## config.mk

```make
export PLATFORM = sky130hd
export DESIGN_NAME = traffic_ctrl
export DESIGN_NICKNAME = d
export VERILOG_FILES = /design/src/rtl/traffic_ctrl.sv
export SDC_FILE = /design/constraint.sdc
export NUM_CORES = 1
export LEC_CHECK = 0
export CAP_MARGIN = 40
export CORE_ASPECT_RATIO = 1.5
export CORE_UTILIZATION = 55
export CTS_CLUSTER_SIZE = 28
export DETAILED_ROUTE_END_ITERATION = 10
export PLACE_DENSITY = 0.9
export SYNTH_ARGS = -nofsm -noshare
export SYNTH_HDL_FRONTEND = slang
export SYNTH_SLANG_ARGS = --single-unit
```

## constraint.sdc

```tcl
create_clock -name clk_divide -period 2.75 [get_ports clk_divide]
set_input_delay 0.55 -clock clk_divide [delete_from_list [all_inputs] [get_ports clk_divide]]
set_output_delay 0.55 -clock clk_divide [all_outputs]
set_load 0.05 [all_outputs]
```

## src/rtl/traffic_ctrl.sv

```systemverilog
// Two-way intersection phase sequencer: light phases, per-direction countdowns
// and display enable, with pedestrian shortening, emergency all-red and flashing mode.
module traffic_ctrl #(
    parameter int TICK_DIV  = 50,
    parameter int G_MAIN    = 20,
    parameter int G_SIDE    = 15,
    parameter int YELLOW    = 3,
    parameter int ALL_RED   = 2,
    parameter int PED_GREEN = 5
) (
    input  logic       clk_divide,
    input  logic       rst_n,
    input  logic       run,
    input  logic       emerg,
    input  logic       ped_req,
    output logic [2:0] main_light,
    output logic [2:0] side_light,
    output logic [7:0] data,
    output logic [7:0] data2,
    output logic       seg_en
);
    typedef enum logic [2:0] {AR2, MG, MY, AR1, SG, SY, FLASH, EMERG} state_t;

    localparam int            PW      = $clog2(TICK_DIV);
    localparam logic [PW-1:0] PRE_MAX = PW'(TICK_DIV - 1);
    localparam logic [4:0]    D_GM    = 5'(G_MAIN);
    localparam logic [4:0]    D_GS    = 5'(G_SIDE);
    localparam logic [4:0]    D_Y     = 5'(YELLOW);
    localparam logic [4:0]    D_AR    = 5'(ALL_RED);
    localparam logic [4:0]    D_PED   = 5'(PED_GREEN);
    localparam logic [7:0]    GM8     = 8'(G_MAIN);
    localparam logic [7:0]    GS8     = 8'(G_SIDE);
    localparam logic [7:0]    Y8      = 8'(YELLOW);
    localparam logic [7:0]    AR8     = 8'(ALL_RED);

    state_t        r_state, w_state_n, w_adv;
    logic [4:0]    r_cnt, w_cnt_n;
    logic [PW-1:0] r_pre, w_pre_n;
    logic          r_ped, w_ped_n;
    logic          r_blink, w_blink_n;
    logic          w_tick;
    logic [7:0]    w_cnt8;
    logic [2:0]    w_main, w_side;
    logic [7:0]    w_data, w_data2;
    logic          w_en;

    function automatic logic [4:0] dur_of(input state_t s);
        case (s)
            MG:      return D_GM;
            MY:      return D_Y;
            SG:      return D_GS;
            SY:      return D_Y;
            default: return D_AR;
        endcase
    endfunction

    function automatic state_t next_of(input state_t s);
        case (s)
            AR2:     return MG;
            MG:      return MY;
            MY:      return AR1;
            AR1:     return SG;
            SG:      return SY;
            default: return AR2;
        endcase
    endfunction

    assign w_tick = (r_pre == PRE_MAX);
    assign w_adv  = next_of(r_state);
    assign w_cnt8 = {3'b000, r_cnt};

    always_comb begin
        w_state_n = r_state;
        w_cnt_n   = r_cnt;
        w_pre_n   = w_tick ? '0 : r_pre + 1'b1;
        w_blink_n = r_blink;
        w_ped_n   = r_ped | ped_req;
        if (emerg) begin
            w_state_n = EMERG;
        end else if (!run) begin
            w_state_n = FLASH;
            if (r_state != FLASH) begin
                w_pre_n   = '0;
                w_blink_n = 1'b1;
            end else if (w_tick) begin
                w_blink_n = ~r_blink;
            end
        end else if (r_state == FLASH || r_state == EMERG) begin
            w_state_n = AR2;
            w_cnt_n   = D_AR;
            w_pre_n   = '0;
        end else if (w_tick && r_cnt == 5'd1) begin
            w_state_n = w_adv;
            w_cnt_n   = dur_of(w_adv);
            w_pre_n   = '0;
            // A request in the very cycle SG is entered belongs to the next MG.
            if (w_adv == SG) w_ped_n = ped_req;
        end else if (r_state == MG && r_ped && r_cnt > D_PED) begin
            w_cnt_n = D_PED;
        end else if (w_tick) begin
            w_cnt_n = r_cnt - 5'd1;
        end
    end

    always_comb begin
        w_main  = 3'b100;
        w_side  = 3'b100;
        w_data  = w_cnt8;
        w_data2 = w_cnt8;
        w_en    = 1'b1;
        case (r_state)
            MG: begin
                w_main  = 3'b001;
                w_data2 = w_cnt8 + Y8 + AR8;
            end
            MY: begin
                w_main  = 3'b010;
                w_data2 = w_cnt8 + AR8;
            end
            AR1: w_data = w_cnt8 + GS8 + Y8 + AR8;
            SG: begin
                w_side = 3'b001;
                w_data = w_cnt8 + Y8 + AR8;
            end
            SY: begin
                w_side = 3'b010;
                w_data = w_cnt8 + AR8;
            end
            AR2: w_data2 = w_cnt8 + GM8 + Y8 + AR8;
            EMERG: begin
                w_data  = 8'd0;
                w_data2 = 8'd0;
            end
            FLASH: begin
                w_main  = {1'b0, r_blink, 1'b0};
                w_side  = {1'b0, r_blink, 1'b0};
                w_data  = 8'd0;
                w_data2 = 8'd0;
                w_en    = 1'b0;
            end
            default: ;
        endcase
    end

    // rst_n is active-high despite its name.
    always_ff @(posedge clk_divide or posedge rst_n) begin
        if (rst_n) begin
            r_state    <= AR2;
            r_cnt      <= D_AR;
            r_pre      <= '0;
            r_ped      <= 1'b0;
            r_blink    <= 1'b1;
            main_light <= 3'b100;
            side_light <= 3'b100;
            data       <= 8'd0;
            data2      <= 8'd0;
            seg_en     <= 1'b0;
        end else begin
            r_state    <= w_state_n;
            r_cnt      <= w_cnt_n;
            r_pre      <= w_pre_n;
            r_ped      <= w_ped_n;
            r_blink    <= w_blink_n;
            main_light <= w_main;
            side_light <= w_side;
            data       <= w_data;
            data2      <= w_data2;
            seg_en     <= w_en;
        end
    end
endmodule

```

=== Yosys cells after proc, flatten, opt, wreduce, memory -nomap -nowiden ===
Cells that the tools add are included.

* Output and inout bits: 23
* Logic and storage cells: 80
* Register bits: 39

* Equal/unequal tests: 15
* Mux-type cells: 28
* Add/sub/neg operators: 11
* Order comparisons: 1
* Bitwise logic cells: 4
* Reductions and logical operators: 11

{| class="wikitable"
|+ Operators with widths
! kind !! number
|-
| $pmux 8 s4 || 2
|-
| $mux 6 || 6
|-
| $add 6x2->7 const B || 3
|-
| $mux 5 || 4
|-
| $eq 3x3->1 const B || 6
|-
| $pmux 3 s3 || 2
|-
| $add 7x2->8 const B || 2
|-
| $pmux 3 s5 || 1
|-
| $pmux 5 s3 || 1
|-
| $add 5x2->6 const B || 2
|-
| $mux 3 || 4
|-
| $eq 3x2->1 const B || 3
|-
| $mux 1 || 8
|-
| $add 5x4->6 const B || 1
|-
| $add 5x5->6 const B || 1
|-
| $add 6x1->6 const B || 1
|-
| $eq 3x1->1 const B || 2
|-
| $eq 6x6->1 const B || 1
|-
| $reduce_and 3->1 || 2
|-
| $eq 5x1->1 const B || 1
|-
| $gt 5x3->1 const B || 1
|-
| $sub 5x1->5 const B || 1
|-
| $ne 4x1->1 const B || 1
|-
| $reduce_bool 4->1 || 1
|-
| other kinds (8) || 13
|}

=== Logic depth before layout (Yosys ltp) ===
* Depth in word-level cells: 8
* Gate-level depth with buffers: 9
* Depth with buffers taken out: 7

=== Least setup slack after synthesis ===
Ideal clock, no wire load.

* Kind: register to register
* From: register r_cnt[3]
* To: register r_cnt[1]
* Required time: 2.668 ns
* Period minus slack after synthesis: 2.190 ns
* Path slack: 0.560 ns
* Arrival: 2.108 ns
* Stages on the path, launching flop included: 9
* Buffers on the path: 2
* Path through: dfrtp_1 clkbuf_1 clkinv_1 ha_1 nand3b_1 nand4_2 a311o_1 buf_6 mux2_4

* Word-level cells in the longest chain between the ends: 5
* Elaborated cells on any way between the ends: 9

{| class="wikitable"
|+ RTL lines
! element !! line !! text
|-
| start, declared || 37 || <nowiki>logic [4:0] r_cnt, w_cnt_n;</nowiki>
|-
| start signal, assigned || 160 || <nowiki>r_cnt <= w_cnt_n;</nowiki>
|-
| $gt 5x3->1 || 98 || <nowiki>end else if (r_state == MG && r_ped && r_cnt > D_PED) begin</nowiki>
|-
| $logic_and 1x1->1 || 98 ||
|-
| $mux 5 || 98 ||
|-
| $mux 5 || 92 || <nowiki>end else if (w_tick && r_cnt == 5'd1) begin</nowiki>
|-
| $mux 5 || 88 || <nowiki>end else if (r_state == FLASH || r_state == EMERG) begin</nowiki>
|}

Several ways; a longest one is shown, not always the timed one.
A chain may end at the register's enable or synchronous reset.

=== Final worst setup path ===
* From: register r_cnt[1]
* To: register r_cnt[1]

* Word-level cells in the longest chain between the ends: 5
* Elaborated cells on any way between the ends: 11

{| class="wikitable"
|+ RTL lines
! element !! line
|-
| $sub 5x1->5 / $gt 5x3->1 (equally long branches) || 101, 98
|-
| $mux 5 / $logic_and 1x1->1 (equally long branches) || 100, 98
|-
| $mux 5 || 98
|-
| $mux 5 || 92
|-
| $mux 5 || 88
|}

Several ways; a longest one is shown, not always the timed one. The select of a mux whose other input is x is not followed.

==> impl_metrics.json <==
{
  "grt_pass1_vias": 1929,
  "cts_hold_buf": 0,
  "nFillCells": 314,
  "r2r_cells": 6,
  "final.min_clock_period_ps": 2510,
  "synth_top_area_share_pct": 34.9,
  "yosys-top-cells-area": "dfrtp_1 35%, ha_1 7.9%, dfstp_2 4.7%, nand2_1 4.4%, a21oi_1 4.3%",
  "htree_levels": 2,
  "wl_met1_um": 2030,
  "run_status": "finished, final reports clean",
  "ys_seq_elements": 35,
  "rr_endpoint": "r_cnt[1]",
  "r2r_start": "r_cnt[1]",
  "hold_depth": 1,
  "dr.pass1.iters": 8,
  "skew_ps": 7.66,
  "worstSkewPairLatency_ps": 300,
  "synth.most_common_cell": "dfrtp_1",
  "drive_above_1_share_pct": 8.89,
  "cts_tree": "yes",
  "critical_path_class": "reg -> reg",
  "synth_area_um2": 2220,
  "ir_drop_v": 0.000470,
  "vias": 2029,
  "num_rows": 27,
  "hold_end": "r_pre[0]",
  "die_area_um2": 4300,
  "rsz0062_at_grt": "false",
  "cts.path.max_buffers": 2,
  "hold_violations": 0,
  "viasPerCell": 6.48,
  "wirelength_um": 5690,
  "area_delta_synth_final_pct": 15.9,
  "crit_required_ps": 2980,
  "core_area_um2": 3780,
  "nets": 288,
  "overflow": 0,
  "postRouteAntennaNets": 0,
  "yosysSeqAreaShare_pct": 39.6,
  "power_leakage_nw": 1.09,
  "cts_buffers": 5,
  "ys.flop_type": "dfrtp_1",
  "whs_ps": 498,
  "setup_viol": 0,
  "antenna_cells": 0,
  "synth_common_cells": "31 x dfrtp_1, 26 x nand2_1, 24 x nor2_1",
  "crit_buf_inv": 1,
  "cp-start-kind": "register",
  "drt_iter0_drc": 98,
  "cts-resized-gates": 0,
  "slew_headroom_pct": 64.1,
  "hp-class": "reg -> reg",
  "wl_met2_um": 2970,
  "synth_edf_count": 0,
  "finalSetupTns_ps": 0,
  "cp_max_fo": 9,
  "slowest_stage": "dfstp_2",
  "drc": 0,
  "critical-path-max-stage-delay_ps": 640,
  "io_pins": 28,
  "wire_per_inst_um": 18.2,
  "worst_pin_slew_ps": 537,
  "async_flop_share_pct": 100,
  "hold_start": "r_pre[0]",
  "critical_path.top_delay_family": "compound AO/OA/AOI/OAI gates",
  "postSynthCellCount": 251,
  "maxCapViolations": 0,
  "crit_path_cell_trace": "inv_1 > ha_1 > a2111o_1 > nand4_2 > a311o_1 > mux2_4",
  "period_share_pct": 91.1,
  "place_hpwl_um": 3660,
  "track_usage_pct": 29.7,
  "clockRootBuffer": "clkbuf_8",
  "syn_avg_cell_area_um2": 8.85,
  "die_w_um": 53.9,
  "powerDensity_nw_per_um2": 769,
  "yosys_warnings": 0,
  "initial_core_util_pct": 58.7,
  "antenna_found_initial": 0,
  "netlist-cell-type-count": 53,
  "place_congestion": 0.964,
  "postCtsSetupBuffers": 0,
  "die_h_um": 79.8,
  "r2r_slack_ps": 240,
  "clk_pin_slew_ps": 70,
  "fmax_mhz": 399,
  "critPathArrivalTime_ps": 2730,
  "routed.top_layer": "met4",
  "setup.worst_path.end_class": "register",
  "wl_met3_um": 444,
  "maxSlewViolCount": 0,
  "grt_max_degree": 39,
  "grt_pass1_wl_um": 9190,
  "synth_area_leader_cell": "dfrtp_1",
  "port_buffers": 23,
  "clock_sinks": 35
}
==> state kept, by name, indices dropped and copies added, names as in the netlist <==
signal and flops:
side_light 3, data 6, r_blink 1, r_pre 6, seg_en 1, main_light 3
r_ped 1, data2 6, r_state 3, r_cnt 5
==> power breakdown <==
part | internal [mW] | leakage (nW) | switching, mW
registers | 0.597 | 0.440 | 0.107
clock network | 0.293 | 0.0612 | 0.196
logic | 0.289 | 0.592 | 0.500
total | 1.18 | 1.09 | 0.802
==> worst max-delay path by stage <==
stage	startpoint	to	slack, ps	depth (start not counted)
after floorplan	r_cnt[3]	r_cnt[1]	560	8
after global placement	r_cnt[1]	r_cnt[1]	460	6
after detailed placement	r_cnt[1]	r_cnt[1]	340	6
after CTS	r_cnt[1]	r_cnt[1]	280	6
after global routing	r_cnt[3]	r_cnt[4]	80	7
final	r_cnt[1]	r_cnt[1]	240	6
==> metrics by stage <==
stage | area [µm²] | setup WS (ps) | power, mW | utilization [%] | instances
final | 2580 | 245 | 1.98 | 68.1 | 313
after global routing | 2580 | 83.5 | 2.08 | 68.1 | 313
after CTS | 2580 | 281 | 1.97 | 68.1 | 313
after detailed placement | 2460 | 340 | 1.47 | 65.0 | 305
after global placement | 2460 | 462 | 1.44 | 65.0 | 305
after floorplan | 2230 | 560 | 1.25 | - | 254
==> layer usage <==
| layer | vias up | global-route usage [%] |
|---|---|---|
| li1 | 908 | - |
| met1 | 972 | 34.0 |
| met2 | 128 | 49.8 |
| met3 | 21 | 5.52 |
| met4 | 0 | 15.8 |
| met5 | - | 0 |
==> layout by cell type (no fill, tap or decap), drive strengths merged, types with 3 or more instances in the layout <==
cell type and n:
clkinv 3, o21ai 18, clkdlybuf4s50 23, inv 9, nor3b 7, clkbuf 6
a21oi 19, xnor2 6, nor2 24, o211ai 3, dfrtp 31, buf 6
nor2b 5, conb 4, ha 14, o22ai 6, xor2 5, o31ai 3
dfstp 4, nand3 8, nand2 26
==> area by class of cell <==
type / instances / area (µm²) / share of cell area [%]
Clock buffer: 6 / 82.6 / 3.21
Clock inverter: 2 / 35.0 / 1.36
Inverter: 11 / 41.3 / 1.60
Multi-Input combinational cell: 187 / 1210 / 46.9
Sequential cell: 35 / 881 / 34.2
Tap cell: 43 / 53.8 / 2.09
Timing Repair Buffer: 29 / 275 / 10.7
==> logic make-up after synthesis <==
logic type / after synthesis / share of synthesized area (%)
compound gates: 75 / 22.1
simple gates: 81 / 18.2
fa+ha+maj: 14 / 7.88
xor+xnor: 11 / 4.34
other cells: 1 / 0.169
mux: 2 / 1.13
buf+inv: 32 / 6.53
flops: 35 / 39.6
(Power assumes the default switching activity.)
==> RTL change 1, RTL diff (same settings) <==
Remove the register `data2`: a continuous assignment takes its place, so the output `data2` follows one clock earlier.
--- a/src/rtl/traffic_ctrl.sv
+++ b/src/rtl/traffic_ctrl.sv
@@ -153,7 +153,6 @@
             main_light <= 3'b100;
             side_light <= 3'b100;
             data       <= 8'd0;
-            data2      <= 8'd0;
             seg_en     <= 1'b0;
         end else begin
             r_state    <= w_state_n;
@@ -164,9 +163,10 @@
             main_light <= w_main;
             side_light <= w_side;
             data       <= w_data;
-            data2      <= w_data2;
             seg_en     <= w_en;
         end
     end
+
+    assign data2 = w_data2;
 endmodule
 
Check against the original RTL: not equivalent (Yosys sat finds a counterexample within 4 cycles, from zero or initial values and one cycle with rst_n high).
==> RTL change 1 against the unedited design <==
The flow now finishes with violations (negative setup slack); cell area is 2.0% lower; total power is 10% lower; first-iteration DRC count is 62% higher; critical endpoint is now data2[2]; synthesized area is 6.9% lower; global-route usage is 0.27 points higher; sequential cell count is 6 lower; hold slack worse by 0.0014 ns; largest cell class unchanged; worst setup slack worse by 0.28 ns; wire length is 2.6% higher.
==> RTL change 1: results (changes against the unedited design) <==
| Parameter | Reported | Unit | vs unedited |
| --- | --- | --- | --- |
| Reg-to-reg endpoint | r_cnt[3]$_DFFE_PP0P_ | - |  |
| Xor/xnor share of the synthesized area | 0.0508 | - | +0.00743 |
| First-pass GRT wire length | 8.90 | mm | -3.1% |
| Global-route usage over all layers | 0.299 | - | +0.00269 |
| Number of global-route vias before repair | 1893 | - | -1.9% |
| Final weighted congestion of routability-driven global placement | 0.961 | - | -0.25% |
| Worst clock skew | 0.0107 | ns | +0.00300 ns |
| Half-perimeter wire length after placement | 3.94 | mm | +7.4% |
| Count of routing violations after the opening detailed-route iteration | 159 | - | +62% |
| Count of different cell masters after synthesis | 58 | - | +9.4% |
| Adder and majority cell fraction of the synthesized area | 0.0846 | - | +0.00581 |
| Fillers | 257 | - | -18% |
| Number of detailed-route iterations in the first pass | 5 | - | -3 |
| Kind of cell adding the most delay to the critical path | flip-flops | - |  |
| Critical-path maximum fanout | 7 | - | -2 |
| Final Setup Violations | 1 | - | +1 |
| Overall via count from detail_route | 2020 | - | -0.44% |
| Top area cells in the synthesized netlist | sky130_fd_sc_hd__dfrtp_1 30%, sky130_fd_sc_hd__ha_1 8.5%, sky130_fd_sc_hd__nand2_1 5.3% | - |  |
| Share of the synthesized area in compound gates (AO/OA/AOI/OAI) | 0.245 | - | +0.0236 |
| Leakage power of the design | 0.00108 | µW | -1.0% |
| Minimum setup slack in the final design | -0.0387 | ns | -0.283 ns |
| Fin Setup TNS | -0.0387 | ns | -0.0387 ns |
| Status | finished, violations left | - |  |
| CP arrival | 2.24 | ns | -0.49 ns |
| Total placed instance area | 0.00237 | mm² | -3.7% |
| FF-to-FF path depth | 7 | - | +1 |
| Violations in the final reports | negative setup slack | - |  |
| Largest registers | data (6), r_pre (6), r_cnt (5) | - |  |
| Avg WL per Cell | 18.7 | µm | +2.9% |
[RTL change 1: logic make-up (layout without fill, tap and decap cells)]
group,Yosys count,count (layout)
other,1,4
and+or+nand+nor,80,80
buffers and inverters,29,55
AOI/OAI and AO/OA,75,75
muxes,1,1
adders and majority gates,14,14
xor gates and xnor gates,12,12
DFF,29,29
[RTL change 1: worst max path at each step]
stage / start / to / cells past startpoint
floorplan: r_cnt[2]$_DFFE_PP0P_ / data2[4] / 7
global placement: r_cnt[1]$_DFFE_PP1P_ / data2[2] / 6
detailed placement: r_cnt[1]$_DFFE_PP1P_ / data2[3] / 7
CTS: r_cnt[1]$_DFFE_PP1P_ / data2[3] / 7
global route: r_cnt[1]$_DFFE_PP1P_ / data2[2] / 6
finish: r_cnt[1]$_DFFE_PP1P_ / data2[2] / 6
[RTL change 1: final cells by class]
class	instances	area [µm²]	area share
multi-input combinational	186	1250	0.494
sequential	29	732	0.290
timing repair buffer	36	363	0.144
clock buffer	5	68.8	0.0273
tap	42	52.6	0.0208
inverter	11	45.0	0.0178
clock inverter	3	17.5	0.00694
[RTL change 1: routing by layer]
metal	share of wire	GRT usage	vias to the layer above
li1	-	-	911
met1	0.34	0.325	940
met2	0.50	0.474	131
met3	0.087	0.0813	38
met4	0.075	0.224	0
met5	0	0	-
[RTL change 1: where the power goes]
part,switching [µW],internal [µW]
sequential,104,494
combinational,492,332
clock,177,174
total,774,1000
[RTL change 1: repair_timing]
action,in CTS,in global routing
resized for setup,0,7
setup endpoints to repair,0,3
buffers inserted,0,5
hold buffers,0,0
endpoints found under the hold margin,0,0
[RTL change 1: metrics by stage]
stage,cells,hold slack [ns]
after global placement,299,0.488
after floorplan,244,0.461
after global routing,312,0.529
after detailed placement,299,0.493
final,312,0.497
after CTS,307,0.502
==> RTL change 2, RTL diff (config.mk and constraints unchanged) <==
Made on the original files. `TICK_DIV`: 50 -> 100.
--- a/src/rtl/traffic_ctrl.sv
+++ b/src/rtl/traffic_ctrl.sv
@@ -1,7 +1,7 @@
 // Two-way intersection phase sequencer: light phases, per-direction countdowns
 // and display enable, with pedestrian shortening, emergency all-red and flashing mode.
 module traffic_ctrl #(
-    parameter int TICK_DIV  = 50,
+    parameter int TICK_DIV  = 100,
     parameter int G_MAIN    = 20,
     parameter int G_SIDE    = 15,
     parameter int YELLOW    = 3,
Check against the original RTL: no difference found for any inputs over 10 cycles, from zero or initial values and one cycle with rst_n high; that may be too few to reach the edited logic, so the function may still have changed.
==> RTL change 2 against the unedited design <==
Worst setup slack better by 0.24 ns; wire length is 8.3% lower; critical endpoint unchanged; clock skew is 0.0033 ns higher; maximum frequency is 11% higher; count of clock-buffer cells in the layout is 1 lower; global-route usage is 2.2 points lower; synthesized area is 1.9% higher; cell area is 2.3% higher; critical path type unchanged; sequential cell count is 1 higher; total power is 1.9% higher; largest cell class unchanged.
==> RTL change 2: results (changes against the unedited design) <==
| Parameter | Reported | Unit | vs unedited |
| --- | --- | --- | --- |
| Top achievable clock speed | 441 | MHz | +11% |
| Internal Power | 1200 | µW | +2.0% |
| Worst clock skew | 0.0110 | ns | +0.00334 ns |
| # nets final | 290 | - | +0.69% |
| Worst setup slack for register-to-register paths | 0.48 | ns | +0.24 ns |
| Largest registers | r_pre (7), data2 (6), data (6) | - |  |
| First-pass GRT wire length | 8.65 | mm | -5.9% |
| Global-route met3 utilization | 0.0492 | - | -0.00600 |
| Part of the Yosys area used for sequential elements | 0.400 | - | +0.00382 |
| Metal1 wirelength | 1.98 | mm | -2.5% |
| Overall via count from detail_route | 1965 | - | -3.2% |
| Largest vdd supply drop | 681 | µV | +45% |
| Xor/xnor share of the synthesized area | 0.0542 | - | +0.0108 |
| Status | completed | - |  |
| Largest net degree at the start of global routing | 37 | - | -5.1% |
| Share of the synthesized area in compound gates (AO/OA/AOI/OAI) | 0.221 | - | -0.000720 |
| Global-route usage over all layers | 0.275 | - | -0.0220 |
| Met3 routed wirelength | 349 | µm | -21% |
| Count of different cell masters after synthesis | 57 | - | +7.5% |
| Post-Route WL | 5.21 | mm | -8.3% |
| Relative slew margins | 0.402 | - | -0.240 |
| Amount of wire on met2 after detailed routing | 2.71 | mm | -8.9% |
| Count of routing violations after the opening detailed-route iteration | 101 | - | +3.1% |
| Number of global-route vias before repair | 1887 | - | -2.2% |
| Synth-to-Final Area Change | 16.5 | % |  |
| Top area cells in the synthesized netlist | sky130_fd_sc_hd__dfrtp_1 35%, sky130_fd_sc_hd__ha_1 7.2%, sky130_fd_sc_hd__dfstp_2 4.6% | - |  |
| CP arrival | 2.48 | ns | -0.25 ns |
| CP max stage delay | 0.61 | ns | -0.03 ns |
| Final weighted congestion of routability-driven global placement | 0.935 | - | -2.9% |
| Half-perimeter wire length after placement | 3.58 | mm | -2.2% |
| Fillers | 309 | - | -1.6% |
| Worst Setup Slack post-DPL | 0.534 | ns | +0.195 ns |
| Average instance area after synthesis | 9.09 | µm² | +2.7% |
==> RTL change 2: cell types whose count changed after synthesis, moves of 3 or more <==
cell	delta
sky130_fd_sc_hd__o22ai_1	+3
sky130_fd_sc_hd__a21oi_1	-4
sky130_fd_sc_hd__clkbuf_1	-7
sky130_fd_sc_hd__o21ai_0	-7
sky130_fd_sc_hd__o21ai_1	+8
sky130_fd_sc_hd__nor3b_1	-6
sky130_fd_sc_hd__buf_2	+3
sky130_fd_sc_hd__o21a_1	+3
sky130_fd_sc_hd__nand2_1	-3
==> RTL change 2: worst max path at each step <==
| stage | cells past startpoint | start | end |
|---|---|---|---|
| CTS | 6 | r_cnt[1]$_DFFE_PP1P_ | r_cnt[1]$_DFFE_PP1P_ |
| global placement | 6 | r_cnt[1]$_DFFE_PP1P_ | r_cnt[1]$_DFFE_PP1P_ |
| detailed placement | 6 | r_cnt[1]$_DFFE_PP1P_ | r_cnt[1]$_DFFE_PP1P_ |
| global route | 7 | r_cnt[1]$_DFFE_PP1P_ | r_cnt[1]$_DFFE_PP1P_ |
| floorplan | 6 | r_cnt[1]$_DFFE_PP1P_ | r_cnt[1]$_DFFE_PP1P_ |
| finish | 6 | r_cnt[1]$_DFFE_PP1P_ | r_cnt[1]$_DFFE_PP1P_ |
==> RTL change 2: power groups by stage <==
stage	registers (µW)	clock network (µW)	logic, µW
global placement	737	0	768
detailed placement	741	0	792
global route	747	500	883
CTS	731	475	800
floorplan	823	0	488
finish	735	470	815
==> RTL change 2: final cells by class <==
type                    count  area share
multi-input cells         188       0.468
flip-flops and latches     36       0.344
repair buffers             31       0.110
clock buffers               5      0.0261
well taps                  45      0.0214
clock inverters             3      0.0161
inverters                  10      0.0142
